`src/rtl/dma_pkg.sv`:
```
// dma_pkg: shared types and constants for the DMA responder.
//   phase_t      - phase tag carried with each transaction
//   resp_state_t - responder state encoding
//   WORD_BYTES   - bytes per memory word (address stride)
package dma_pkg;

    typedef enum logic [1:0] {
        PH_WEIGHTS    = 2'd0,
        PH_DIMENSIONS = 2'd1,
        PH_BIASES     = 2'd2,
        PH_IMAGES     = 2'd3
    } phase_t;

    typedef enum logic [1:0] {
        IDLE  = 2'd0,
        FETCH = 2'd1,
        DRAIN = 2'd2,
        DONE  = 2'd3
    } resp_state_t;

    localparam int WORD_BYTES = 4;

endpackage

```
`src/rtl/dma_resp_fifo.sv`:
```
// dma_resp_fifo: synchronous first-word-fall-through FIFO.
// Ports:
//   clk, rst          clock, synchronous active-high reset
//   push_i/push_data_i write strobe and data (ignored when full)
//   pop_i             consume head (ignored when empty)
//   pop_data_o        current head word
//   full_o, empty_o   occupancy flags
//   count_o           number of stored words
// FIFO_DEPTH must be a power of two so the pointers wrap naturally.
module dma_resp_fifo #(
    parameter int DATA_W     = 32,
    parameter int FIFO_DEPTH = 4
) (
    input  logic                          clk,
    input  logic                          rst,
    input  logic                          push_i,
    input  logic [DATA_W-1:0]             push_data_i,
    input  logic                          pop_i,
    output logic [DATA_W-1:0]             pop_data_o,
    output logic                          full_o,
    output logic                          empty_o,
    output logic [$clog2(FIFO_DEPTH):0]   count_o
);

    localparam int AW = $clog2(FIFO_DEPTH);

    logic [DATA_W-1:0] mem_q [FIFO_DEPTH];
    logic [AW-1:0]     wr_ptr_q;
    logic [AW-1:0]     rd_ptr_q;
    logic [AW:0]       count_q;
    logic              do_push;
    logic              do_pop;

    assign full_o     = (count_q == (AW+1)'(FIFO_DEPTH));
    assign empty_o    = (count_q == '0);
    assign count_o    = count_q;
    assign pop_data_o = mem_q[rd_ptr_q];
    assign do_push    = push_i & ~full_o;
    assign do_pop     = pop_i & ~empty_o;

    always_ff @(posedge clk) begin
        if (rst) begin
            wr_ptr_q <= '0;
            rd_ptr_q <= '0;
            count_q  <= '0;
        end else begin
            if (do_push) wr_ptr_q <= wr_ptr_q + AW'(1);
            if (do_pop)  rd_ptr_q <= rd_ptr_q + AW'(1);
            case ({do_push, do_pop})
                2'b10:   count_q <= count_q + (AW+1)'(1);
                2'b01:   count_q <= count_q - (AW+1)'(1);
                default: count_q <= count_q;
            endcase
        end
    end

    // Storage needs no reset; the head is only meaningful when not empty.
    always_ff @(posedge clk) begin
        if (do_push) mem_q[wr_ptr_q] <= push_data_i;
    end

endmodule

```
`src/rtl/dma_responder.sv`:
```
// dma_responder: memory-side end of the DMA transaction interface.
// Accepts (addr, len, phase) requests, reads len words from a 1-cycle
// latency memory port and streams them out with valid/ready, then pulses
// next_transaction for one cycle after the final word is accepted.
// Ports:
//   clk, rst                       clock, synchronous active-high reset
//   req_en/req_ready               request handshake (ready only in IDLE)
//   req_addr/req_len/req_phase     request fields
//   mem_rd_en/mem_rd_addr          memory read strobe and byte address
//   mem_rd_data                    read data, one cycle after mem_rd_en
//   out_valid/out_ready            output stream handshake
//   out_data/out_last/out_phase    output word, last flag, latched phase
//   busy                           not IDLE
//   next_transaction               one-cycle completion pulse
//   checksum                       only with DMA_RESP_CHECKSUM_EN defined:
//                                  running sum of accepted words
//
// state | meaning
// ------+------------------------------------------------------------
// IDLE  | waiting for a request, req_ready=1
// FETCH | issuing reads while words remain and FIFO credit is free
// DRAIN | all reads issued, waiting for the last word to be accepted
// DONE  | next_transaction=1 for this single cycle
import dma_pkg::*;

module dma_responder #(
    parameter int ADDR_W     = 32,
    parameter int DATA_W     = 32,
    parameter int LEN_W      = 16,
    parameter int FIFO_DEPTH = 4
) (
    input  logic              clk,
    input  logic              rst,
    input  logic              req_en,
    output logic              req_ready,
    input  logic [ADDR_W-1:0] req_addr,
    input  logic [LEN_W-1:0]  req_len,
    input  logic [1:0]        req_phase,
    output logic              mem_rd_en,
    output logic [ADDR_W-1:0] mem_rd_addr,
    input  logic [DATA_W-1:0] mem_rd_data,
    output logic              out_valid,
    input  logic              out_ready,
    output logic [DATA_W-1:0] out_data,
    output logic              out_last,
    output logic [1:0]        out_phase,
    output logic              busy,
    output logic              next_transaction
`ifdef DMA_RESP_CHECKSUM_EN
    ,
    output logic [DATA_W-1:0] checksum
`endif
);

    localparam int CW = $clog2(FIFO_DEPTH) + 1;

    resp_state_t       state_q;
    logic              req_ready_q;
    logic              busy_q;
    logic              next_q;
    logic [ADDR_W-1:0] base_q;
    logic [LEN_W-1:0]  len_q;
    phase_t            phase_q;
    logic [LEN_W-1:0]  issued_q;
    logic [LEN_W-1:0]  accepted_q;
    logic              outstanding_q;

    logic [CW-1:0]     fifo_count;
    logic              fifo_full;
    logic              fifo_empty;
    logic [DATA_W-1:0] fifo_head;
    logic [CW:0]       credit_used;
    logic              rd_en;
    logic              push;
    logic              pop;

    // A read is only issued if its data is guaranteed a FIFO slot, counting
    // the word still in flight from the memory.
    assign credit_used = {1'b0, fifo_count} + {{CW{1'b0}}, outstanding_q};
    assign rd_en       = (state_q == FETCH) && (issued_q < len_q)
                         && (credit_used < (CW+1)'(FIFO_DEPTH));

    assign mem_rd_en   = rd_en;
    assign mem_rd_addr = base_q + ADDR_W'(issued_q) * ADDR_W'(WORD_BYTES);

    assign push        = outstanding_q & ~fifo_full;
    assign out_valid   = ~fifo_empty;
    assign pop         = out_valid & out_ready;
    assign out_data    = out_valid ? fifo_head : '0;
    assign out_last    = out_valid && (accepted_q == len_q - LEN_W'(1));
    assign out_phase   = phase_q;

    assign req_ready        = req_ready_q;
    assign busy             = busy_q;
    assign next_transaction = next_q;

    dma_resp_fifo #(
        .DATA_W     (DATA_W),
        .FIFO_DEPTH (FIFO_DEPTH)
    ) u_fifo (
        .clk         (clk),
        .rst         (rst),
        .push_i      (push),
        .push_data_i (mem_rd_data),
        .pop_i       (pop),
        .pop_data_o  (fifo_head),
        .full_o      (fifo_full),
        .empty_o     (fifo_empty),
        .count_o     (fifo_count)
    );

    always_ff @(posedge clk) begin
        if (rst) begin
            state_q       <= IDLE;
            req_ready_q   <= 1'b1;
            busy_q        <= 1'b0;
            next_q        <= 1'b0;
            base_q        <= '0;
            len_q         <= '0;
            phase_q       <= PH_WEIGHTS;
            issued_q      <= '0;
            accepted_q    <= '0;
            outstanding_q <= 1'b0;
        end else begin
            outstanding_q <= rd_en;
            if (rd_en) issued_q   <= issued_q + LEN_W'(1);
            if (pop)   accepted_q <= accepted_q + LEN_W'(1);

            case (state_q)
                IDLE: begin
                    if (req_en) begin
                        // Word-align the start address.
                        base_q      <= req_addr & ~ADDR_W'(WORD_BYTES - 1);
                        len_q       <= req_len;
                        phase_q     <= phase_t'(req_phase);
                        issued_q    <= '0;
                        accepted_q  <= '0;
                        req_ready_q <= 1'b0;
                        busy_q      <= 1'b1;
                        if (req_len == '0) begin
                            state_q <= DONE;
                            next_q  <= 1'b1;
                        end else begin
                            state_q <= FETCH;
                        end
                    end
                end
                FETCH: begin
                    if (issued_q == len_q) state_q <= DRAIN;
                end
                DRAIN: begin
                    if (pop && out_last) begin
                        state_q <= DONE;
                        next_q  <= 1'b1;
                    end
                end
                DONE: begin
                    state_q     <= IDLE;
                    next_q      <= 1'b0;
                    busy_q      <= 1'b0;
                    req_ready_q <= 1'b1;
                end
                default: state_q <= IDLE;
            endcase
        end
    end

`ifdef DMA_RESP_CHECKSUM_EN
    logic [DATA_W-1:0] csum_q;

    always_ff @(posedge clk) begin
        if (rst) begin
            csum_q <= '0;
        end else if (req_en && state_q == IDLE) begin
            csum_q <= '0;
        end else if (pop) begin
            csum_q <= csum_q + out_data;
        end
    end

    assign checksum = csum_q;
`endif

endmodule

```
`config.mk`:
```
export PLATFORM = sky130hd
export DESIGN_NAME = dma_responder
export DESIGN_NICKNAME = d
export VERILOG_FILES = /design/src/rtl/dma_pkg.sv /design/src/rtl/dma_resp_fifo.sv /design/src/rtl/dma_responder.sv
export SDC_FILE = /design/constraint.sdc
export NUM_CORES = 1
export LEC_CHECK = 0
export CAP_MARGIN = 20
export CORE_MARGIN = 5
export CORE_UTILIZATION = 50
export CTS_CLUSTER_SIZE = 12
export DETAILED_ROUTE_END_ITERATION = 8
export PLACE_DENSITY = 0.82
export SYNTH_ARGS = -nofsm -noshare
export SYNTH_HDL_FRONTEND = slang
export SYNTH_SLANG_ARGS = --single-unit
```
`constraint.sdc`:
```
create_clock -name clk -period 2.5 [get_ports clk]
set_clock_uncertainty 0.2 [all_clocks]
set_input_delay 0.25 -clock clk [delete_from_list [all_inputs] [get_ports clk]]
set_output_delay 0.25 -clock clk [all_outputs]
set_load 0.05 [all_outputs]
```
* Yosys cells after proc, flatten, opt, wreduce, memory -nomap -nowiden
Memory sizes are Yosys's and may differ from the RTL's. A register that Yosys moved wholly into a read port is not among the register bits.
Cells that the tools add are included.
Widths: inputs -> output; s select.
** Operators by class
- $add $sub $neg :: 9
- Magnitude comparators :: 2
- Eq/ne operators :: 12
- Mux-type cells :: 25
- Bitwise gates (word level) :: 6
- Reductions and logical operators :: 14
** Operator list (count)
- $mux 16 :: 6
- $add 16x1->16 const B :: 2
- $add 32x18->32 :: 1
- $eq 16x16->1 :: 2
- $mux 32 :: 1
- $logic_not 16->1 :: 1
- $lt 16x16->1 :: 1
- $sub 16x1->16 const B :: 1
- $mux 2 :: 6
- $pmux 2 s4 :: 1
- $mux 1 :: 7
- $eq 2x2->1 const B :: 3
- $ne 2x2->1 const B :: 3
- $pmux 3 s2 :: 1
- $add 2x1->2 const B :: 2
- $add 3x1->4 :: 1
- $and 1x1->1 :: 4
- $eq 2x1->1 const B :: 2
- $logic_and 1x1->1 :: 4
- $lt 4x3->1 const B :: 1
- $pmux 1 s2 :: 2
- $reduce_and 2->1 :: 2
- $reduce_and 4->1 :: 1
- $reduce_bool 2->1 :: 2
- 10 further kinds :: 11
** Storage, ports and cells
- Register bits :: 93
- Memory bits (writable) :: 128
- Input port bits :: 86
- Output and inout bits :: 72
- Logic and storage cells :: 82
- Memories kept :: 1
** Memories
- u_fifo.mem_q :: depth 4, bits a word 32, read ports 1, clocked after memory_dff 1, wr ports 1, RTL line dma_resp_fifo.sv:27 : logic [DATA_W-1:0] mem_q [FIFO_DEPTH];

* Longest topological paths before layout
Gate-level depths: netlist of the first run.
- Depth after elaboration :: 6
- Mapped depth :: 11
- Gate-level depth less buffers :: 10

* Hierarchy
Synthesis of the first run repeated with hierarchy kept, for this count alone.
** Second synthesis, totals
- Cell total of the unflattened synthesis :: 942
- Area, all modules :: 10684.0 um^2
** By module, submodules not included
- dma_responder :: times used 1, cells an instance 721, area an instance 5540.3 um^2, sequential area each 1721.7 um^2
- dma_resp_fifo :: times used 1, cells an instance 221, area an instance 5143.7 um^2, sequential area each 4023.9 um^2

* Worst setup path after synthesis of the first run
Ideal clock, no wire load.
- Path type :: register to output
- Start point :: reg len_q[6]
- End point :: out out_last
- Data arrival time :: 3284 ps
- Required time :: 2050 ps
- Path slack :: -1234 ps
- Stages on the path, launching flop included :: 7
- Path buffers :: 1
- Cell sequence :: dfxtp_1 > buf_2 > or4_4 > or3_1 > a2111oi_2 > nor3_1 > nor4_1
** On the way
- Longest elaborated chain between the ends :: 3
** Ends and longest elaborated chain
- start, declared :: RTL line dma_responder.sv:62 : logic [LEN_W-1:0] len_q;
- start signal, assigned :: RTL line dma_responder.sv:134 : len_q <= req_len;
- $sub 16x1->16 :: RTL line dma_responder.sv:90 : assign out_last = out_valid && (accepted_q == len_q - LEN_W'(1));
- $eq 16x16->1 :: RTL line dma_responder.sv:90
- $logic_and 1x1->1 :: RTL line dma_responder.sv:90
- end, declared :: RTL line dma_responder.sv:45 : output logic out_last,
Every way passes these cells.

* Worst setup path after layout of the first run
- Start point :: reg base_q[2]
- End point :: out mem_rd_addr[28]
** On the way
- Longest elaborated chain between the ends :: 1
** Ends and longest elaborated chain
- start, declared :: RTL line dma_responder.sv:61 : logic [ADDR_W-1:0] base_q;
- start signal, assigned :: RTL line dma_responder.sv:133 : base_q <= req_addr & ~ADDR_W'(WORD_BYTES - 1);
- $add 32x18->32 :: RTL line dma_responder.sv:84 : assign mem_rd_addr = base_q + ADDR_W'(issued_q) * ADDR_W'(WORD_BYTES);
- end, declared :: RTL line dma_responder.sv:40 : output logic [ADDR_W-1:0] mem_rd_addr,
Every way passes these cells.

==> metrics.yaml, run 1 <==
outcome: "finished with violations"
violations_in_the_final_reports: "setup timing"
post_route_cells_drive_above_1_share_pct: 37.3
setup_tns_ps: -22250
routed_wl_per_cell_um: 20.3
synth_cell_types: 67
remaining_drc_errors: 0
synth.avg_cell_area_sq_um: 11.1
fin_crit_sh_pct: 138
crit_path_end: "mem_rd_addr[28]"
placement.io_buffers: 153
drt_iter0_markers: 611
synth-warning-count: 0
critical_path.cell_chain: "ha_4 > inv_2 > fa_2 > nand2b_4 > a21boi_4 > o21ai_4 > a21oi_2 > o31a_1 > buf_6 > o211ai_1 > xnor2_4 > buf_12"
switching_share_pct: 36.2
postRouteAntennaNets: 0
path_depth: 12
max_clock_freq_ghz: 0.290
design_power_total_mw: 15.1
slew_headroom_pct: 54.3
grt_setup_unrepaired: "yes"
cts_inserted_buffers: 24
floorplan.core_area_sq_um: 21200
htree_num_levels: 1
end_kind: "primary output"
grt_max_degree: 35
power.leakage_nw: 6.17
finalWorstPathRequiredPeriod_ps: 3450
critPathLaunchType: "register"
avgViaCountPerCell: 5.82
async_reset_ff_share_pct: 0
worst-path-buf-inv: 3
overflow: 0
postCtsHoldBufs: 0
synth_top_cell_area_share_pct: 35.5
power-per-cell-area_nw_per_um2: 922
core.rowCount: 53
power_frac_clock_pct: 22.0
width_of_the_die_um: 157
area_added_between_synthesis_and_finish_pct: 51.6
netlist_top_cells_area: "sky130_fd_sc_hd__edfxtp_1 36%, sky130_fd_sc_hd__dfxtp_1 18%, sky130_fd_sc_hd__mux4_2 6.7%"
vdd.ir_drop.worst_v: 0.000700
nets: 1389
grt_pass1_wl_um: 45900
synth_area_leader_cell: "sky130_fd_sc_hd__edfxtp_1"
ys.flop_type: "sky130_fd_sc_hd__edfxtp_1"
ys_seq_area_share_pct: 53.1
placed_cells_incl_taps: 1477
first_global_vias: 9028
firstDrtPassIters: 5
clock_edge_transition_at_the_registers_on_the_reported_setup_and_hold_paths_ps: 60
grt_antenna_before_repair: 0
clkSinkCount: 223
clock_path_buffers: 3
cts-root-buf: "sky130_fd_sc_hd__clkbuf_16"
worst_path_dominant_cell_family: "compound AO/OA/AOI/OAI gates"
grt_usage_pct: 23.2
die_area_sq_um: 24700
maxCapViolCount: 0
post_synth_inst_count: 970
hold_viol_final: 0
synthesis.area_sq_um: 10800
r2r_cell_count: 11
finalInstanceArea_sq_um: 16400
floorplan.die.height_um: 157
holdCritPathClass: "input port to register"
slew_viol_final: 0
switchingPower_mw: 5.47
final_wirelength_um: 31500
worst_flop_to_flop_path_startpoint: "issued_q[5]"
worst_pin_slew_ps: 685
critical_path.startpoint: "base_q[2]"
setup_viol: 43
count_of_flip_flops_with_a_built_in_enable_after_synthesis: 128
clkLatencyLatePin_ps: 530
worstPathRequired_ps: 2050
detailedPlacementHpwl_um: 20100
vias: 9022
internal_power_mw: 9.63
criticalPathCategory: "register to primary output"
cpMaxStageDelayCell: "sky130_fd_sc_hd__dfxtp_2"
finalWorstSetupSlack_ps: -946
crit_path_max_fanout: 7
delay_contributed_by_the_slowest_stage_of_the_critical_path_ps: 350
placed_cell_area_sq_um: 14700
globalplace.congestion: 0.916
num_antenna_cells: 0
sequentialPowerShare_pct: 29.7
power_frac_comb_pct: 48.3
worst_ep_arrival_time_ps: 3000
initial_utilization_pct: 51.1
layout.cells.non_filler: 1549
design.portCount: 158
synth_seq_cells: 223
rrSetupSlack_ps: -360
worstReg2RegEnd: "issued_q[11]"
cts_tree: "built"
## flip-flops by register name, summed over array words and instances (netlist names), 2 cells and up, named ones only
register,flops
len_q,16
u_fifo.mem_q,128
u_fifo.rd_ptr_q,2
accepted_q,16
issued_q,16
state_q,2
u_fifo.wr_ptr_q,2
out_phase,2
base_q,30
u_fifo.count_o,3
## timing repair
action | 4_1_cts | 5_1_grt
gates resized for setup | 53 | 120
endpoints found under the setup margin | 70 | 74
pin swaps | 50 | 55
cloned | 2 | 2
buffers inserted | 15 | 16
## power groups by stage
stage                     registers [mW]  clock network, mW  logic [mW]
after global placement              4.51                  0        6.23
after global routing                4.53               3.51        7.67
final                               4.49               3.32        7.29
after CTS                           4.46               3.35        6.70
after floorplan                     4.57                  0        3.56
after detailed placement            4.53                  0        6.34
## area by class of cell
cell class | instances | area, sq um
Clock buffer | 35 | 642
Clock inverter | 9 | 81.3
Fill cell | 1141 | 4760
Inverter | 41 | 156
Multi-Input combinational cell | 661 | 5900
Sequential cell | 223 | 5800
Tap cell | 275 | 344
Timing Repair Buffer | 305 | 3470
## cells by family (layout without fill, tap and decap cells)
| logic type | Yosys count | count (layout) | synth area share, % |
|---|---|---|---|
| AND/OR/NAND/NOR | 346 | 346 | 16.3 |
| flip-flops | 223 | 223 | 53.1 |
| AO/OA/AOI/OAI | 169 | 169 | 9.61 |
| buffers and inverters | 87 | 390 | 3.24 |
| XOR/XNOR | 62 | 62 | 5.15 |
| adder cells (fa/ha/maj) | 47 | 47 | 5.58 |
| multiplexers | 35 | 35 | 6.94 |
| other | 1 | 2 | 0.0347 |
## how the worst min path moves through the flow
| stage | from | endpoint | slack [ps] | cells after the start |
|---|---|---|---|---|
| finish | rst | u_fifo.count_o[0] | 60 | 2 |
| global route | req_addr[22] | base_q[22] | 70 | 3 |
| CTS | rst | u_fifo.count_o[0] | 30 | 2 |
| detailed placement | out_phase[0] | out_phase[0] | 250 | 2 |
| global placement | out_phase[1] | out_phase[1] | 240 | 2 |
| floorplan | mem_rd_data[0] | u_fifo.mem_q[0][0] | 150 | 0 |
## stage by stage
| stage | worst slack (ps) | util, % | hold slack, ps |
|---|---|---|---|
| detailed placement | -459 | 69.3 | 250 |
| global placement | -367 | 69.3 | 243 |
| floorplan | -277 | - | 149 |
| global route | -1040 | 77.5 | 74.3 |
| CTS | -816 | 74.6 | 34.8 |
| finish | -946 | 77.5 | 59.6 |
## cells in the mapped netlist, types with 4 or more instances
master                     number
sky130_fd_sc_hd__buf_1          8
sky130_fd_sc_hd__o31ai_1       11
sky130_fd_sc_hd__a31oi_1        4
sky130_fd_sc_hd__or4_1         12
sky130_fd_sc_hd__and3_1        13
sky130_fd_sc_hd__nor3b_1        4
sky130_fd_sc_hd__xor2_1        25
sky130_fd_sc_hd__nand3_1       28
sky130_fd_sc_hd__edfxtp_1     128
sky130_fd_sc_hd__ha_1          45
sky130_fd_sc_hd__nor2_1        53
sky130_fd_sc_hd__nor4_1         8
sky130_fd_sc_hd__nand4_1        8
sky130_fd_sc_hd__o21a_1         6
sky130_fd_sc_hd__xnor2_1       36
sky130_fd_sc_hd__mux4_2        32
sky130_fd_sc_hd__nand2b_1       7
sky130_fd_sc_hd__inv_1         39
sky130_fd_sc_hd__nor3_1        13
sky130_fd_sc_hd__o21ai_1        5
sky130_fd_sc_hd__a21o_1         9
sky130_fd_sc_hd__or3_1         12
sky130_fd_sc_hd__nand2_1      127
sky130_fd_sc_hd__dfxtp_1       95
sky130_fd_sc_hd__clkbuf_1      33
sky130_fd_sc_hd__o21ai_0       12
sky130_fd_sc_hd__nor2b_1        5
sky130_fd_sc_hd__a21oi_1       85
sky130_fd_sc_hd__o211ai_1      10
sky130_fd_sc_hd__and2_1        39
## per-layer routing
layer,track usage (%),up-vias,routed length [um]
met5,0,-,0
met4,7.41,0,1290
met3,2.75,96,1610
met2,43.1,364,16700
met1,28.0,4456,12000
li1,-,4106,-
## placed cells by master (no fill, tap or decap), types with 11 or more instances in the layout
master                            instances
sky130_fd_sc_hd__nand3_1                 21
sky130_fd_sc_hd__and2_4                  31
sky130_fd_sc_hd__clkdlybuf4s50_1         88
sky130_fd_sc_hd__dfxtp_2                 16
sky130_fd_sc_hd__xnor2_1                 13
sky130_fd_sc_hd__or4_4                   11
sky130_fd_sc_hd__ha_1                    33
sky130_fd_sc_hd__and3_1                  13
sky130_fd_sc_hd__buf_12                  67
sky130_fd_sc_hd__dfxtp_1                 71
sky130_fd_sc_hd__clkbuf_16               26
sky130_fd_sc_hd__nor2_1                  44
sky130_fd_sc_hd__buf_4                  131
sky130_fd_sc_hd__edfxtp_1               128
sky130_fd_sc_hd__clkbuf_1                11
sky130_fd_sc_hd__nand2_1                126
sky130_fd_sc_hd__buf_6                   13
sky130_fd_sc_hd__xor2_1                  23
sky130_fd_sc_hd__a21oi_2                 16
sky130_fd_sc_hd__mux4_2                  32
sky130_fd_sc_hd__ha_4                    12
sky130_fd_sc_hd__xnor2_4                 14
sky130_fd_sc_hd__inv_1                   33
sky130_fd_sc_hd__a21oi_1                 66
Power figures use the tool's default switching activity.
==> run 2, diff against run 1 <==
CTS_CLUSTER_DIAMETER = 30   (was default)
==> run 2 against run 1 <==
Against the previous run:
- the run still ends with setup timing left
- register-to-register slack got worse by 190 ps
- design area rose by 7.6%
- routed wire length rose by 19%
- final cell count rose by 3.6%
- worst setup slack got worse by 20 ps
- non-clock buffer count rose by 18
- critical path depth did not move
- first-iteration DRC count rose by 56%
- hold slack got worse by 2.8 ps
- clock power rose by 90%
==> metrics.yaml, run 2 (synthesis results as in run 1) <==
outcome: "finished with violations"  # unchanged
violations_in_the_final_reports: "setup timing"  # unchanged
grt_max_degree: 35  # unchanged
power-per-cell-area_nw_per_um2: 1040  # was 922 nW/um^2
worst-path-buf-inv: 3  # unchanged
firstDrtPassIters: 6  # was 5
clkSinkCount: 223  # unchanged
switching_share_pct: 34.9  # was 36.2%
crit_path_end: "mem_rd_addr[26]"  # was mem_rd_addr[28]
worst_flop_to_flop_path_startpoint: "len_q[15]"  # was issued_q[5]
registers.top_by_ff_count: "u_fifo.mem_q"  # unchanged
rrSetupSlack_ps: -550  # was -360 ps
grt_antenna_before_repair: 0  # unchanged
internal_power_mw: 12.0  # was 9.63 mW
finalWorstPathRequiredPeriod_ps: 3470  # was 3450 ps
switchingPower_mw: 6.42  # was 5.47 mW
detailedPlacementHpwl_um: 20100  # unchanged
delay_contributed_by_the_slowest_stage_of_the_critical_path_ps: 470  # was 350 ps
worstPathRequired_ps: 2050  # about the same
holdCritPathClass: "input port to register"  # unchanged
worstReg2RegEnd: "state_q[1]"  # was issued_q[11]
maxCapViolCount: 0  # unchanged
cts_tree: "built"  # unchanged
power_frac_comb_pct: 41.1  # was 48.3%
routed_wl_per_cell_um: 23.4  # was 20.3 um
largest_register_ffs: 128  # unchanged
final_cell_mix: "137 x sky130_fd_sc_hd__buf_4, 128 x sky130_fd_sc_hd__edfxtp_1, 126 x sky130_fd_sc_hd__nand2_1"  # was 131 x sky130_fd_sc_hd__buf_4, 128 x sky130_fd_sc_hd__edfxtp_1, 126 x sky130_fd_sc_hd__nand2_1
die_area_sq_um: 24700  # unchanged
largestRegisters: "u_fifo.mem_q: 128 flops, base_q: 30 flops"  # unchanged
fillers: 928  # was 1141
path_depth: 12  # unchanged
min_delay_path_depth: 3  # was 2
cpMaxStageDelayCell: "sky130_fd_sc_hd__o211ai_1"  # was sky130_fd_sc_hd__dfxtp_2
end_kind: "primary output"  # unchanged
grt_usage_pct: 25.6  # was 23.2%
vias: 9727  # was 9022
wl_met3_um: 2630  # was 1610 um
remaining_drc_errors: 0  # unchanged
placement.io_buffers: 153  # unchanged
max_clock_freq_ghz: 0.288  # was 0.290 GHz
area_added_between_synthesis_and_finish_pct: 63.1  # was 51.6%
final_core_util_pct: 83.4  # was 77.5%
critPathLaunchType: "register"  # unchanged
design.portCount: 158  # unchanged
nets: 1427  # was 1389
postRouteAntennaNets: 0  # unchanged
avgViaCountPerCell: 6.06  # was 5.82
htree_num_levels: 2  # was 1
hold_viol_final: 0  # unchanged
fin_crit_sh_pct: 139  # was 138%
slew_viol_final: 0  # unchanged
core.rowCount: 53  # unchanged
setup_viol: 46  # was 43
floorplan.die.height_um: 157  # unchanged
most_frequent_standard_cell_in_the_layout_excluding_fill_and_tap_cells: "sky130_fd_sc_hd__buf_4"  # unchanged
initial_utilization_pct: 51.1  # unchanged
first_global_vias: 9607  # was 9028
maxUsedRoutingLayer: "met4"  # unchanged
clkLatencyLatePin_ps: 540  # was 530 ps
floorplan.core_area_sq_um: 21200  # unchanged
finalWorstSetupSlack_ps: -966  # was -946 ps
post_route_cells_drive_above_1_share_pct: 42.2  # was 37.3%
width_of_the_die_um: 157  # unchanged
power.leakage_nw: 6.71  # was 6.17 nW
power_frac_clock_pct: 34.3  # was 22.0%
crit_path_max_fanout: 7  # unchanged
design_power_total_mw: 18.4  # was 15.1 mW
grt_setup_unrepaired: "yes"  # unchanged
slew_headroom_pct: 51.5  # was 54.3%
r2r_cell_count: 9  # was 11
postCtsHoldBufs: 0  # unchanged
worst_pin_slew_ps: 728  # was 685 ps
criticalPathCategory: "register to primary output"  # unchanged
vdd.ir_drop.worst_v: 0.00113  # was 0.000700 V
final_wirelength_um: 37500  # was 31500 um
setup_tns_ps: -25020  # was -22250 ps
worst_ep_arrival_time_ps: 3020  # was 3000 ps
cts-root-buf: "sky130_fd_sc_hd__clkbuf_16"  # unchanged
cts_inserted_buffers: 44  # was 24
clock_edge_transition_at_the_registers_on_the_reported_setup_and_hold_paths_ps: 40  # was 60 ps
grt_pass1_wl_um: 50300  # was 45900 um
wirelength_met1_um: 13300  # was 12000 um
critical_path.startpoint: "issued_q[0]"  # was base_q[2]
num_antenna_cells: 0  # unchanged
sequentialPowerShare_pct: 24.5  # was 29.7%
worst_path_dominant_cell_family: "compound AO/OA/AOI/OAI gates"  # unchanged
dr_wl_met2_um: 19300  # was 16700 um
overflow: 0  # unchanged
critical_path.cell_chain: "ha_4 > inv_2 > fa_2 > nand2b_4 > a21boi_4 > o21ai_2 > a21oi_2 > o31a_1 > buf_6 > o211ai_1 > xnor2_4 > buf_12"  # was ha_4 > inv_2 > fa_2 > nand2b_4 > a21boi_4 > o21ai_4 > a21oi_2 > o31a_1 > buf_6 > o211ai_1 > xnor2_4 > buf_12
globalplace.congestion: 0.916  # unchanged
clock_path_buffers: 3  # unchanged
drt_iter0_markers: 952  # was 611
## run 2: worst reg2reg max path: stages (launching register included)
cell and delay [ps]:
sky130_fd_sc_hd__dfxtp_1 370, sky130_fd_sc_hd__inv_1 90, sky130_fd_sc_hd__ha_1 320, sky130_fd_sc_hd__nand4_1 280, sky130_fd_sc_hd__o41ai_2 470, sky130_fd_sc_hd__buf_4 200
sky130_fd_sc_hd__o2111ai_4 120, sky130_fd_sc_hd__nor4_4 370, sky130_fd_sc_hd__nor2_2 100, sky130_fd_sc_hd__a211oi_1 380
## run 2: worst min-delay path by stage
stage                         from                  to  slack [ps]
finish                 req_addr[4]           base_q[4]          60
global route                   rst   u_fifo.count_o[0]          50
CTS                            rst   u_fifo.count_o[0]          20
detailed placement    out_phase[0]        out_phase[0]         250
global placement      out_phase[1]        out_phase[1]         240
floorplan           mem_rd_data[0]  u_fifo.mem_q[0][0]         150
## run 2: power by group through the flow
stage          combinational [mW]  sequential [mW]  clock, mW
2_1_floorplan                3.56             4.57          0
3_3_place_gp                 6.23             4.51          0
3_5_place_dp                 6.34             4.53          0
4_1_cts                      6.73             4.48       6.30
5_1_grt                      7.87             4.54       6.57
6_report                     7.57             4.51       6.32
## run 2: routing by layer
metal | track usage (%) | vias to the layer above
li1 | - | 4205
met1 | 29.9 | 4779
met2 | 47.0 | 552
met3 | 4.29 | 191
met4 | 10.1 | 0
met5 | 0 | -
## run 2: through the flow
| stage | setup slack (ps) | cells | hold slack (ps) | area (sq um) |
|---|---|---|---|---|
| after floorplan | -277 | 971 | 149 | 11400 |
| after global placement | -367 | 1477 | 243 | 14700 |
| after detailed placement | -459 | 1477 | 250 | 14700 |
| after CTS | -820 | 1574 | 22.6 | 16800 |
| after global routing | -1040 | 1605 | 50.8 | 17600 |
| final | -966 | 1605 | 56.9 | 17600 |
## run 2: repair_timing
| item | in CTS | in global routing |
|---|---|---|
| setup buffers | 16 | 36 |
| pin swaps | 58 | 79 |
| resized for setup | 74 | 154 |
| gates cloned | 1 | 2 |
| setup endpoints to repair | 72 | 68 |
## run 2: final cells by class
class	instances	area, sq um	area share (%)
clock buffer	53	1210	6.84
clock inverter	29	394	2.23
timing repair buffer	323	3650	20.7
sequential	223	5800	32.9
inverter	41	159	0.901
multi-input combinational	661	6080	34.5
tap	275	344	1.95
==> run 3, diff against run 2 <==
CORE_MARGIN = 10   (was 5)
CORE_UTILIZATION = 30   (was 50)
PLACE_DENSITY = 0.56   (was 0.82)
==> run 3 against run 2 <==
Against the previous run:
- the flow still finishes with violations (setup timing)
- highest routed layer unchanged
- hold slack got worse by 15 ps
- critical path type unchanged
- final cell count grew 13%
- worst setup slack improved by 150 ps
- critical endpoint is now mem_rd_addr[22]
==> metrics.yaml, run 3 (synthesis results as in run 1) <==
grt_usage_pct: 13.5  # was 25.6%
clock_path_buffers: 3  # unchanged
finalWorstPathRequiredPeriod_ps: 3310  # was 3470 ps
grt_pass1_wl_um: 49000  # was 50300 um
cts-root-buf: "sky130_fd_sc_hd__clkbuf_16"  # unchanged
clock_edge_transition_at_the_registers_on_the_reported_setup_and_hold_paths_ps: 40  # about the same
worst_flop_to_flop_path_startpoint: "issued_q[1]"  # was len_q[15]
cpMaxStageDelayCell: "sky130_fd_sc_hd__dfxtp_2"  # was sky130_fd_sc_hd__o211ai_1
clkSinkCount: 223  # unchanged
hold_viol_final: 0  # unchanged
critPathLaunchType: "register"  # unchanged
vdd.ir_drop.worst_v: 0.000749  # was 0.00113 V
routed_wl_per_cell_um: 17.0  # was 23.4 um
dp_worst_setup_slack_ps: -389  # was -459 ps
grt_max_degree: 50  # was 35
sequentialPowerShare_pct: 23.2  # was 24.5%
remaining_drc_errors: 0  # unchanged
placement.io_buffers: 153  # unchanged
fillers: 3070  # was 928
first_global_vias: 9263  # was 9607
width_of_the_die_um: 210  # was 157 um
final_cell_mix: "138 x sky130_fd_sc_hd__buf_4, 128 x sky130_fd_sc_hd__edfxtp_1, 126 x sky130_fd_sc_hd__nand2_1"  # was 137 x sky130_fd_sc_hd__buf_4, 128 x sky130_fd_sc_hd__edfxtp_1, 126 x sky130_fd_sc_hd__nand2_1
power.leakage_nw: 6.88  # was 6.71 nW
avgViaCountPerCell: 4.78  # was 6.06
busiest_layer: "met2"  # unchanged
num_antenna_cells: 0  # unchanged
violations_in_the_final_reports: "setup timing"  # unchanged
fin_crit_sh_pct: 133  # was 139%
drt_iter0_markers: 395  # was 952
setup_viol: 42  # was 46
globalplace.congestion: 0.845  # was 0.916
maxCapViolCount: 0  # unchanged
crit_path_max_fanout: 7  # unchanged
use_met1_pct: 16.5  # was 29.9%
finalInstanceArea_sq_um: 18000  # was 17600 sq um
largestRegisters: "u_fifo.mem_q: 128 flops, base_q: 30 flops"  # unchanged
area_added_between_synthesis_and_finish_pct: 66.9  # was 63.1%
min_delay_path_depth: 3  # unchanged
power_frac_clock_pct: 38.9  # was 34.3%
grtUsageMet3_pct: 3.18  # was 4.29%
worst_ep_arrival_time_ps: 2860  # was 3020 ps
worstReg2RegEnd: "issued_q[6]"  # was state_q[1]
nets: 1441  # was 1427
grt_setup_unrepaired: "yes"  # unchanged
slew_viol_final: 0  # unchanged
power_frac_comb_pct: 37.9  # was 41.1%
grt_util_met2_pct: 23.3  # was 47.0%
core.rowCount: 69  # was 53
registers.top_by_ff_count: "u_fifo.mem_q"  # unchanged
criticalPathCategory: "register to primary output"  # unchanged
final_wirelength_um: 30800  # was 37500 um
worstPathRequired_ps: 2050  # about the same
die_area_sq_um: 44000  # was 24700 sq um
outcome: "finished with violations"  # unchanged
design_power_total_mw: 19.2  # was 18.4 mW
postRouteAntennaNets: 0  # unchanged
worst_pin_slew_ps: 612  # was 728 ps
end_kind: "primary output"  # unchanged
power-per-cell-area_nw_per_um2: 1060  # was 1040 nW/um^2
detailedPlacementHpwl_um: 21000  # was 20100 um
r2r_cell_count: 12  # was 9
design.portCount: 158  # unchanged
slew_headroom_pct: 59.0  # was 51.5%
largest_register_ffs: 128  # unchanged
max_clock_freq_ghz: 0.302  # was 0.288 GHz
rrSetupSlack_ps: -330  # was -550 ps
initial_utilization_pct: 30.4  # was 51.1%
holdPathEnd: "base_q[6]"  # was base_q[4]
htree_num_levels: 2  # unchanged
critical_path.cell_chain: "ha_4 > inv_2 > fa_2 > nand2b_4 > a21boi_4 > o21ai_4 > a21oi_2 > o31a_1 > buf_6 > o211ai_1 > xnor2_4 > buf_12"  # was ha_4 > inv_2 > fa_2 > nand2b_4 > a21boi_4 > o21ai_2 > a21oi_2 > o31a_1 > buf_6 > o211ai_1 > xnor2_4 > buf_12
cts_inserted_buffers: 58  # was 44
delay_contributed_by_the_slowest_stage_of_the_critical_path_ps: 350  # was 470 ps
holdCritPathClass: "input port to register"  # unchanged
clkLatencyLatePin_ps: 550  # was 540 ps
placed_cells_incl_taps: 1680  # was 1477
switchingPower_mw: 6.11  # was 6.42 mW
internal_power_mw: 13.1  # was 12.0 mW
grt_antenna_before_repair: 0  # unchanged
worst_path_dominant_cell_family: "compound AO/OA/AOI/OAI gates"  # unchanged
final_core_util_pct: 50.7  # was 83.4%
floorplan.die.height_um: 210  # was 157 um
firstDrtPassIters: 4  # was 6
overflow: 0  # unchanged
switching_share_pct: 31.9  # was 34.9%
worst-path-buf-inv: 3  # unchanged
min-delay-start: "req_addr[6]"  # was req_addr[4]
finalWorstSetupSlack_ps: -813  # was -966 ps
post_route_cells_drive_above_1_share_pct: 39.9  # was 42.2%
most_frequent_standard_cell_in_the_layout_excluding_fill_and_tap_cells: "sky130_fd_sc_hd__buf_4"  # unchanged
vias: 8673  # was 9727
floorplan.core_area_sq_um: 35600  # was 21200 sq um
cts_tree: "built"  # unchanged
layout.cells.non_filler: 1816  # was 1605
placed_cell_area_sq_um: 15100  # was 14700 sq um
[run 3: worst reg2reg max path, cell delays in order, from the launching register on]
cell                      delay, ps
sky130_fd_sc_hd__dfxtp_4        350
sky130_fd_sc_hd__buf_6          130
sky130_fd_sc_hd__ha_4           230
sky130_fd_sc_hd__nor2b_4        120
sky130_fd_sc_hd__o21a_1         180
sky130_fd_sc_hd__o21ai_2        120
sky130_fd_sc_hd__a21oi_2         80
sky130_fd_sc_hd__o31a_1         300
sky130_fd_sc_hd__buf_12         150
sky130_fd_sc_hd__buf_6          110
sky130_fd_sc_hd__buf_6          130
sky130_fd_sc_hd__or4_4          540
sky130_fd_sc_hd__a21oi_2        140
[run 3: per-layer routing]
metal / part of all wire (%) / vias up
met5: 0 / -
met4: 1.7 / 0
met3: 4.8 / 48
met2: 50 / 184
met1: 44 / 4198
li1: - / 4243
[run 3: area by class of cell]
type	count	area, sq um	share of cell area (%)
multi-input cells	661	5850	32.4
flip-flops and latches	223	5790	32.1
repair buffers	323	3670	20.4
clock buffers	77	1600	8.89
well taps	461	577	3.20
clock inverters	30	398	2.20
inverters	41	154	0.853
[run 3: worst max path at each step]
stage | end | slack [ps] | depth (start not counted) | start
finish | mem_rd_addr[22] | -810 | 12 | base_q[2]
detailed placement | mem_rd_addr[22] | -390 | 12 | issued_q[0]
global placement | mem_rd_addr[30] | -350 | 12 | issued_q[0]
floorplan | mem_rd_addr[22] | -280 | 10 | issued_q[0]
global route | mem_rd_addr[22] | -940 | 12 | base_q[2]
CTS | mem_rd_addr[22] | -820 | 12 | issued_q[0]
[run 3: timing repair]
item,4_1_cts,5_1_grt
pin swaps,71,50
buffers inserted,17,16
gates cloned,4,0
setup endpoints to repair,71,80
gates resized for setup,94,67
endpoints found under the hold margin,1,0
hold buffers,1,0
[run 3: stage by stage]
stage	setup TNS, ps	hold WS [ps]
4_1_cts	-23210	23.7
3_3_place_gp	-7480	244
2_1_floorplan	-2890	149
3_5_place_dp	-8340	254
6_report	-19510	42.3
5_1_grt	-24660	38.0
[run 3: power by group through the flow]
| stage | logic, mW | clock network (mW) | registers [mW] |
|---|---|---|---|
| global route | 7.71 | 7.84 | 4.49 |
| finish | 7.26 | 7.46 | 4.46 |
| CTS | 7.17 | 7.60 | 4.46 |
| floorplan | 3.56 | 0 | 4.57 |
| global placement | 6.52 | 0 | 4.49 |
| detailed placement | 6.56 | 0 | 4.50 |
